### config.mk
export PLATFORM = sky130hd
export DESIGN_NAME = m_serial_adder_flat
export DESIGN_NICKNAME = d
export VERILOG_FILES = /design/src/rtl/alu_pkg.sv /design/src/rtl/m_serial_adder_if.sv /design/src/rtl/m_full_adder.sv /design/src/rtl/m_serial_adder.sv /design/src/flat_wrapper.sv
export SDC_FILE = /design/constraint.sdc
export NUM_CORES = 1
export LEC_CHECK = 0
export ABC_AREA = 1
export CAP_MARGIN = 10
export CORE_MARGIN = 5
export CORE_UTILIZATION = 50
export CTS_CLUSTER_DIAMETER = 120
export DETAILED_ROUTE_END_ITERATION = 10
export PLACE_DENSITY = 0.73
export SLEW_MARGIN = 20
export SYNTH_ARGS = -nofsm -noshare
export SYNTH_HDL_FRONTEND = slang
export SYNTH_SLANG_ARGS = --single-unit
### constraint.sdc
create_clock -name iClk -period 1.83 [get_ports iClk]
set_input_delay 0.366 -clock iClk [delete_from_list [all_inputs] [get_ports iClk]]
set_output_delay 0.366 -clock iClk [all_outputs]
set_load 0.1 [all_outputs]
### src/rtl/alu_pkg.sv
// Shared ALU definitions: operand width and serial-unit FSM encoding.
// Used by both the bit-serial adder and subtractor.
package alu_pkg;

   localparam int ALU_WIDTH = 8;

   typedef enum logic [1:0] {
      ST_IDLE = 2'd0,
      ST_RUN  = 2'd1,
      ST_DONE = 2'd2
   } state_t;

endpackage

### src/rtl/m_serial_adder_if.sv
// Start/busy/done handshake and operand/result bundle of the serial adder.
// The master issues operands; the slave (the adder) returns results and flags.
interface m_serial_adder_if
   import alu_pkg::*;
#(
   parameter int WIDTH = ALU_WIDTH
);

   logic             iStart;
   logic [WIDTH-1:0] iA;
   logic [WIDTH-1:0] iB;
   logic             iCin;
   logic [WIDTH-1:0] oSum;
   logic             oCarry;
   logic             oZero;
   logic             oOverflow;
   logic             oBusy;
   logic             oDone;

   modport master (
      output iStart, iA, iB, iCin,
      input  oSum, oCarry, oZero, oOverflow, oBusy, oDone
   );

   modport slave (
      input  iStart, iA, iB, iCin,
      output oSum, oCarry, oZero, oOverflow, oBusy, oDone
   );

endinterface

### src/rtl/m_full_adder.sv
// Single-bit full adder cell; combinational sibling of the full subtractor.
// One instance is time-shared across all bit positions of the serial adder.
module m_full_adder (
   input  logic iA,
   input  logic iB,
   input  logic iC,
   output logic oSum,
   output logic oCarry
);

   assign oSum   = iA ^ iB ^ iC;
   assign oCarry = (iA & iB) | (iC & (iA ^ iB));

endmodule

### src/rtl/m_serial_adder.sv
// Bit-serial adder: operands shift LSB-first through one full adder,
// results are registered on entry to DONE and flagged one cycle later.
module m_serial_adder
   import alu_pkg::*;
#(
   parameter int WIDTH = ALU_WIDTH
) (
   input logic            iClk,
   input logic            iRst,
   m_serial_adder_if.slave bus
);

   localparam int CW = $clog2(WIDTH) + 1;

   state_t           state;
   state_t           nextState;
   logic [CW-1:0]    count;
   logic [WIDTH-1:0] aSr;
   logic [WIDTH-1:0] bSr;
   logic [WIDTH-1:0] sumSr;
   logic             carryQ;
   logic [WIDTH-1:0] sumQ;
   logic             carryOutQ;
   logic             zeroQ;
   logic             ovfQ;
   logic             doneQ;
   logic             faSum;
   logic             faCarry;
   logic             lastBit;
   logic [WIDTH-1:0] sumNext;

   m_full_adder uFa (
      .iA     (aSr[0]),
      .iB     (bSr[0]),
      .iC     (carryQ),
      .oSum   (faSum),
      .oCarry (faCarry)
   );

   assign lastBit = (count == CW'(WIDTH - 1));
   assign sumNext = {faSum, sumSr[WIDTH-1:1]};

   always_comb begin
      nextState = state;
      unique case (state)
         ST_IDLE: if (bus.iStart) nextState = ST_RUN;
         ST_RUN:  if (lastBit) nextState = ST_DONE;
         ST_DONE: nextState = ST_IDLE;
         default: nextState = ST_IDLE;
      endcase
   end

   always_ff @(posedge iClk or posedge iRst) begin
      if (iRst) begin
         state <= ST_IDLE;
      end else begin
         state <= nextState;
      end
   end

   // carryQ on the last bit is the carry into the MSB, so overflow
   // is that value XOR the final carry-out.
   always_ff @(posedge iClk or posedge iRst) begin
      if (iRst) begin
         count     <= '0;
         aSr       <= '0;
         bSr       <= '0;
         sumSr     <= '0;
         carryQ    <= 1'b0;
         sumQ      <= '0;
         carryOutQ <= 1'b0;
         zeroQ     <= 1'b1;
         ovfQ      <= 1'b0;
         doneQ     <= 1'b0;
      end else begin
         doneQ <= (state == ST_DONE);
         unique case (state)
            ST_IDLE: begin
               if (bus.iStart) begin
                  aSr    <= bus.iA;
                  bSr    <= bus.iB;
                  carryQ <= bus.iCin;
                  count  <= '0;
               end
            end
            ST_RUN: begin
               aSr    <= aSr >> 1;
               bSr    <= bSr >> 1;
               sumSr  <= sumNext;
               carryQ <= faCarry;
               count  <= count + 1'b1;
               if (lastBit) begin
                  sumQ      <= sumNext;
                  carryOutQ <= faCarry;
                  zeroQ     <= (sumNext == '0);
                  ovfQ      <= carryQ ^ faCarry;
               end
            end
            default: ;
         endcase
      end
   end

   assign bus.oSum      = sumQ;
   assign bus.oCarry    = carryOutQ;
   assign bus.oZero     = zeroQ;
   assign bus.oOverflow = ovfQ;
   assign bus.oBusy     = (state == ST_RUN) || (state == ST_DONE);
   assign bus.oDone     = doneQ;

endmodule

### src/flat_wrapper.sv
// flat-port wrapper written by rule: the top's interface ports become plain ports
module m_serial_adder_flat import alu_pkg::*;
#(
   parameter int WIDTH = ALU_WIDTH
)
  (iClk, iRst, bus_iStart, bus_iA, bus_iB, bus_iCin, bus_oSum, bus_oCarry, bus_oZero, bus_oOverflow, bus_oBusy, bus_oDone);
  m_serial_adder_if #(.WIDTH(WIDTH)) bus_i ();
  input logic iClk;
  input logic iRst;
  input wire logic [$bits(bus_i.iStart)-1:0] bus_iStart;
  input wire logic [$bits(bus_i.iA)-1:0] bus_iA;
  input wire logic [$bits(bus_i.iB)-1:0] bus_iB;
  input wire logic [$bits(bus_i.iCin)-1:0] bus_iCin;
  output wire logic [$bits(bus_i.oSum)-1:0] bus_oSum;
  output wire logic [$bits(bus_i.oCarry)-1:0] bus_oCarry;
  output wire logic [$bits(bus_i.oZero)-1:0] bus_oZero;
  output wire logic [$bits(bus_i.oOverflow)-1:0] bus_oOverflow;
  output wire logic [$bits(bus_i.oBusy)-1:0] bus_oBusy;
  output wire logic [$bits(bus_i.oDone)-1:0] bus_oDone;
  assign bus_i.iStart = bus_iStart;
  assign bus_i.iA = bus_iA;
  assign bus_i.iB = bus_iB;
  assign bus_i.iCin = bus_iCin;
  assign bus_oSum = bus_i.oSum;
  assign bus_oCarry = bus_i.oCarry;
  assign bus_oZero = bus_i.oZero;
  assign bus_oOverflow = bus_i.oOverflow;
  assign bus_oBusy = bus_i.oBusy;
  assign bus_oDone = bus_i.oDone;
  m_serial_adder #(.WIDTH(WIDTH)) u_core (.iClk(iClk), .iRst(iRst), .bus(bus_i));
endmodule
After elaboration in Yosys (flattened, before gate mapping)

Index checks and enable logic that the tools add are counted.

Register bits: 43
Input bits: 20
Output and inout port bits: 13
Logic and storage cells: 41

Add/subtract/negate cells: 1
Equal/unequal tests: 5
Muxes and demuxes: 11
Bitwise operators: 6
Reductions and logical operators: 7

Operators with widths:

| kind                                                                   | count |
|---|---|
| 8-bit case mux with 2 select lines                                     | 2 |
| 8-bit two-way mux                                                      | 2 |
| 8-bit zero test                                                        | 1 |
| 4-bit case mux with 2 select lines                                     | 1 |
| 2-bit AND reduction                                                    | 3 |
| 4-bit by 1-bit adder with 4-bit output (second input constant)         | 1 |
| 4-bit by 3-bit equality test with 1-bit output (second input constant) | 1 |
| 2-bit two-way mux                                                      | 2 |
| 4-bit two-way mux                                                      | 1 |
| 2-bit case mux with 2 select lines                                     | 1 |
| 1-bit bitwise XOR                                                      | 3 |
| 1-bit bitwise AND                                                      | 2 |
| 2-bit by 1-bit equality test with 1-bit output (second input constant) | 1 |
| 2-bit equality test (second input constant)                            | 1 |
| 2-bit zero test                                                        | 1 |
| 2-bit by 1-bit != test with 1-bit output (second input constant)       | 1 |
| 2-bit != test (second input constant)                                  | 1 |
| 1-bit case mux with 2 select lines                                     | 1 |
| 2-bit nonzero test                                                     | 1 |
| 1-bit logical OR                                                       | 1 |
| 1-bit two-way mux                                                      | 1 |
| 1-bit OR                                                               | 1 |

Longest topological paths before layout

Word-level depth: 4
Depth in mapped cells: 9
Gate-level depth less buffers: 8

Hierarchy

From an unflattened synthesis, not the netlist that was laid out.

Cell total of the unflattened synthesis: 229
Area, all modules: 1945.6 um^2

By module, submodules not included:

| module         | instances | cells an instance | area an instance (um^2) | sequential area each (um^2) |
|---|---|---|---|---|
| m_serial_adder | 1         | 228               | 1925.6                  | 1052.3 |
| m_full_adder   | 1         | 1                 | 20.0                    | 0.0 |

Worst setup path before layout

Ideal clock, no wire load.

Path kind: register to output
Start point: reg u_core.state[0]
End point: out bus_oBusy
Arrival: 1.239 ns
Required time: 1.464 ns
Slack: 0.225 ns
Stages on the path, launching flop included: 3
Buffers on the path: 0
Path through: dfrtp_1 -> inv_1 -> ha_1

Cells in the longest elaborated chain, start to end: 2
Elaborated cells between the ends (all ways): 3
Those cells by class: eq/ne: 2; reduce/logical: 1

Ends and longest elaborated chain:

| what                                                                                  | line                  | source |
|---|---|---|
| start, declared                                                                       | m_serial_adder.sv:15  | `state_t state;` |
| start signal, assigned                                                                | m_serial_adder.sv:57  | `state <= nextState;` |
| 2-bit by 1-bit equality test with 1-bit output or 2-bit equality test (tied branches) | m_serial_adder.sv:108 | `assign bus.oBusy = (state == ST_RUN) \|\| (state == ST_DONE);` |
| 1-bit logical OR *                                                                    | m_serial_adder.sv:108 |  |
| end, declared                                                                         | flat_wrapper.sv:18    | `output wire logic [$bits(bus_i.oBusy)-1:0] bus_oBusy;` |

Mark *: on every way between the ends. The rest lies on a longest branch, timed or not.

Worst setup path in the final report

Same ends and word-level chain as after synthesis.

==> summary.md <==
| Metric | Value |
|---|---|
| Run status | `finished clean` |
| Crit path DAT | `about 1.3 ns` |
| Fraction of the mapped netlist area in adder cells | `3.47%` |
| Combinational family with the most area after synthesis | `simple AND/OR/NAND/NOR gates` |
| Post-layout minimum cycle time | `between 1.5 and 2 ns` |
| Min setup slack post-route | `about 0.2 ns` |
| Number of pins exceeding their max-slew limit in the final report | `0` |
| Vias in the first global route | `roughly 1400` |
| Worst setup path endpoint | `bus_oBusy` |
| Cells taking the most area after synthesis | `dfrtp_1 (51%), nand2_1 (14%), o21ai_1 (6.2%), inv_1 (4.6%), buf_6 (3.9%)` |
| Floorplan die width | `approximately 74 um` |
| Complex-gate fraction of the synthesized area | `14.4%` |
| Crit path from | `u_core.state[0]` |
| Die Span Y | `73.5 um` |
| Initial antenna violation count | `0` |
| Worst slew margin relative to its limit | `between 80 and 90%` |
| Wire length reported by the detailed router | `3430 um` |
| Setup crit end kind | `primary output` |
| Worst-case clock buffer depth | `2` |
| Worst hold-check path type | `in2async` |
| Routed length per placed instance | `10.9 um` |
| Distinct cell type count after synthesis | `22` |
| Die Footprint | `approximately 5400 um^2` |
| P_leak | `0.00126 uW` |
| Fillers | `333` |
| Commonest cells after routing, fill and taps aside | `nand2_1 (75), dfrtp_1 (41), inv_1 (25), o21ai_1 (25), clkdlybuf4s50_1 (19)` |
| IO Pins | `33` |
| Number of instances in the synthesized netlist | `approximately 230` |
| H-tree lvl count | `2` |
| Maximum Capacitance Violations | `0` |
| Actual slew at the worst max-slew pin | `0.267 ns` |
| Setup slack, reg-to-reg | `0.29 ns` |
| Root cell of the clock tree | `clkbuf_8` |
| Hold buffer count at CTS | `0` |
| Worst reg2reg path startpoint | `u_core.state[1]` |
| Cell area power density | `1670 nW/um^2` |
| Via-to-Cell Ratio | `4.78` |
| Synth Area in XOR/XNOR | `less than 1%` |
| Clock latency on the worst-skew pair | `roughly 0.30 ns` |
| Final antenna-violating net count | `0` |
| Pre-CTS setup slack | `around 0.16 ns` |
| HPWL after DPL | `2540 um` |
| Initial Util | `51.2%` |
| DRC violations left | `0` |
| Path depth of the worst reg2reg path | `8` |
| Number of post-CTS setup repair buffers | `0` |
| Cts bufs inserted | `5` |
| Final TNS setup | `0 ns` |
| Count of clock tree sinks | `42` |
| Net count of the finished layout | `287` |
| Drt initial violations | `96` |
| TritonCTS clock tree | `done` |
| Setup-violating endpoint count in the final report | `0` |
| R2R Path End | `u_core.aSr[1]` |
| Final Hold Vio Count | `0` |
| PortBufs | `32` |
| Avg Inst Size Synth | `8.89 um^2` |
| Placement row count | `23` |
| Total Routing Usage GR | `between 10 and 15%` |
| Post-synthesis simple-gate area fraction | `19.1%` |
| Portion of the post-synthesis area used by sequential elements | `between 50% and 60%` |
| Share of the synthesized area in the top cell type | `50.8%` |
| Total grt overflow | `0` |
| Setup repair after global routing missed its margin | `false` |
| First drt pass iteration count | `4` |
| Required time of the critical path | `1.46 ns` |
| Weighted congestion reported at the end of routability-driven placement | `0.854` |
| Flop and latch count out of synthesis | `42` |
| Crit start category | `flop` |
| Total standard cell area after synthesis | `2020 um^2` |
| Type of the worst setup path | `reg2out` |
| Maximum number of pins on one net before global-route repair | `43` |
| CORE AREA | `3940 um^2` |
| Ant diodes | `0` |
| Proportion of synthesized area in mux cells | `0%` |
| Largest clock skew in the final design | `0.00809 ns` |
| Post-cts repair resize count | `0` |
| Max Clk Rate | `roughly 0.61 GHz` |
| Share of final-layout standard cells stronger than drive strength 1 | `18.3%` |
| Area growth from synthesis to final layout | `27.8%` |
| Worst IR Drop VDD | `0.919 mV` |
| Clock transition at the registers of the reported paths | `about 0.080 ns` |
| Leading cell type in the layout, fill and taps excluded | `nand2_1` |
| Top cell type by total area after synthesis | `dfrtp_1` |
| First-pass GRT wire length | `6040 um` |
| Crit path max fanout | `3` |
| Via total after detailed routing | `1497` |
| Syn_nets | `252` |
| Final cycle utilization of the critical path | `88.9%` |
| Synth Warn # | `0` |
-- kinds of logic (layout without fill, tap and decap cells) --
logic type,Yosys count,after routing
AOI/OAI and AO/OA,47,47
xor gates and xnor gates,1,1
adders and majority gates,5,5
buffers and inverters,39,75
DFF,42,42
and+or+nand+nor,93,93
-- synth_stat cells --
master / number
ha_1: 4
dfstp_2: 1
buf_6: 7
nand2_1: 75
inv_4: 1
o21ai_0: 8
dfrtp_1: 41
inv_2: 3
a21oi_1: 3
inv_1: 25
o21ai_1: 25
o21ai_2: 7
nand4_2: 1
nor2_1: 7
buf_2: 1
nand3_1: 6
buf_4: 2
nand2_4: 2
or2_2: 2
fa_1: 1
xnor2_1: 1
o211ai_2: 4
-- layout make-up --
type	count	area, um^2	area share (%)
well taps	50	62.6	2.42
inverters	29	111	4.32
repair buffers	38	508	19.7
multi-input cells	146	756	29.3
clock inverters	3	21.3	0.824
clock buffers	5	68.8	2.67
flip-flops and latches	42	1050	40.8
-- worst max-delay path: stages, from the launching register on --
cell and delay (ns):
dfrtp_1 0.38, inv_1 0.08, ha_1 0.34, buf_12 0.18
-- state kept, by name, indices dropped and copies added, names as in the netlist --
register              count
u_core.aSr                8
u_core.bSr                8
u_core.bus.oCarry         1
u_core.bus.oDone          1
u_core.bus.oOverflow      1
u_core.bus.oSum           8
u_core.bus.oZero          1
u_core.carryQ             1
u_core.count              4
u_core.state              2
u_core.sumSr              7
-- per-layer routing --
layer | wire length (um) | track usage [%] | vias to the layer above
met4 | 74 | 5.63 | 0
met2 | 1640 | 23.5 | 27
met5 | 0 | 0 | -
met1 | 1530 | 17.8 | 683
met3 | 184 | 4.24 | 8
li1 | - | - | 779
-- worst min path at each step --
stage / start / end / slack, ns / cells after the start
detailed placement: u_core.bus.oZero / u_core.bus.oZero / 0.48 / 2
finish: iRst / u_core.bus.oDone / 0.42 / 3
global placement: u_core.aSr[7] / u_core.aSr[7] / 0.47 / 2
floorplan: u_core.aSr[7] / u_core.aSr[7] / 0.45 / 2
CTS: iRst / u_core.bus.oSum[0] / 0.42 / 3
global route: iRst / u_core.bus.oSum[3] / 0.44 / 3
-- metrics by stage --
| stage | area (um^2) | power [uW] | utilization [%] | hold slack [ns] | std cells |
|---|---|---|---|---|---|
| after global routing | 2580 | 4660 | 65.4 | 0.444 | 313 |
| after floorplan | 2020 | 3210 | - | 0.449 | 227 |
| after CTS | 2580 | 4360 | 65.4 | 0.416 | 313 |
| after global placement | 2490 | 3700 | 63.2 | 0.471 | 305 |
| final | 2580 | 4310 | 65.4 | 0.419 | 313 |
| after detailed placement | 2490 | 3760 | 63.2 | 0.481 | 305 |
-- report_power, final --
group          switching (uW)  internal (uW)
sequential                219           1280
clock                     323            268
combinational            1420            805
Power figures use the tool's default switching activity.
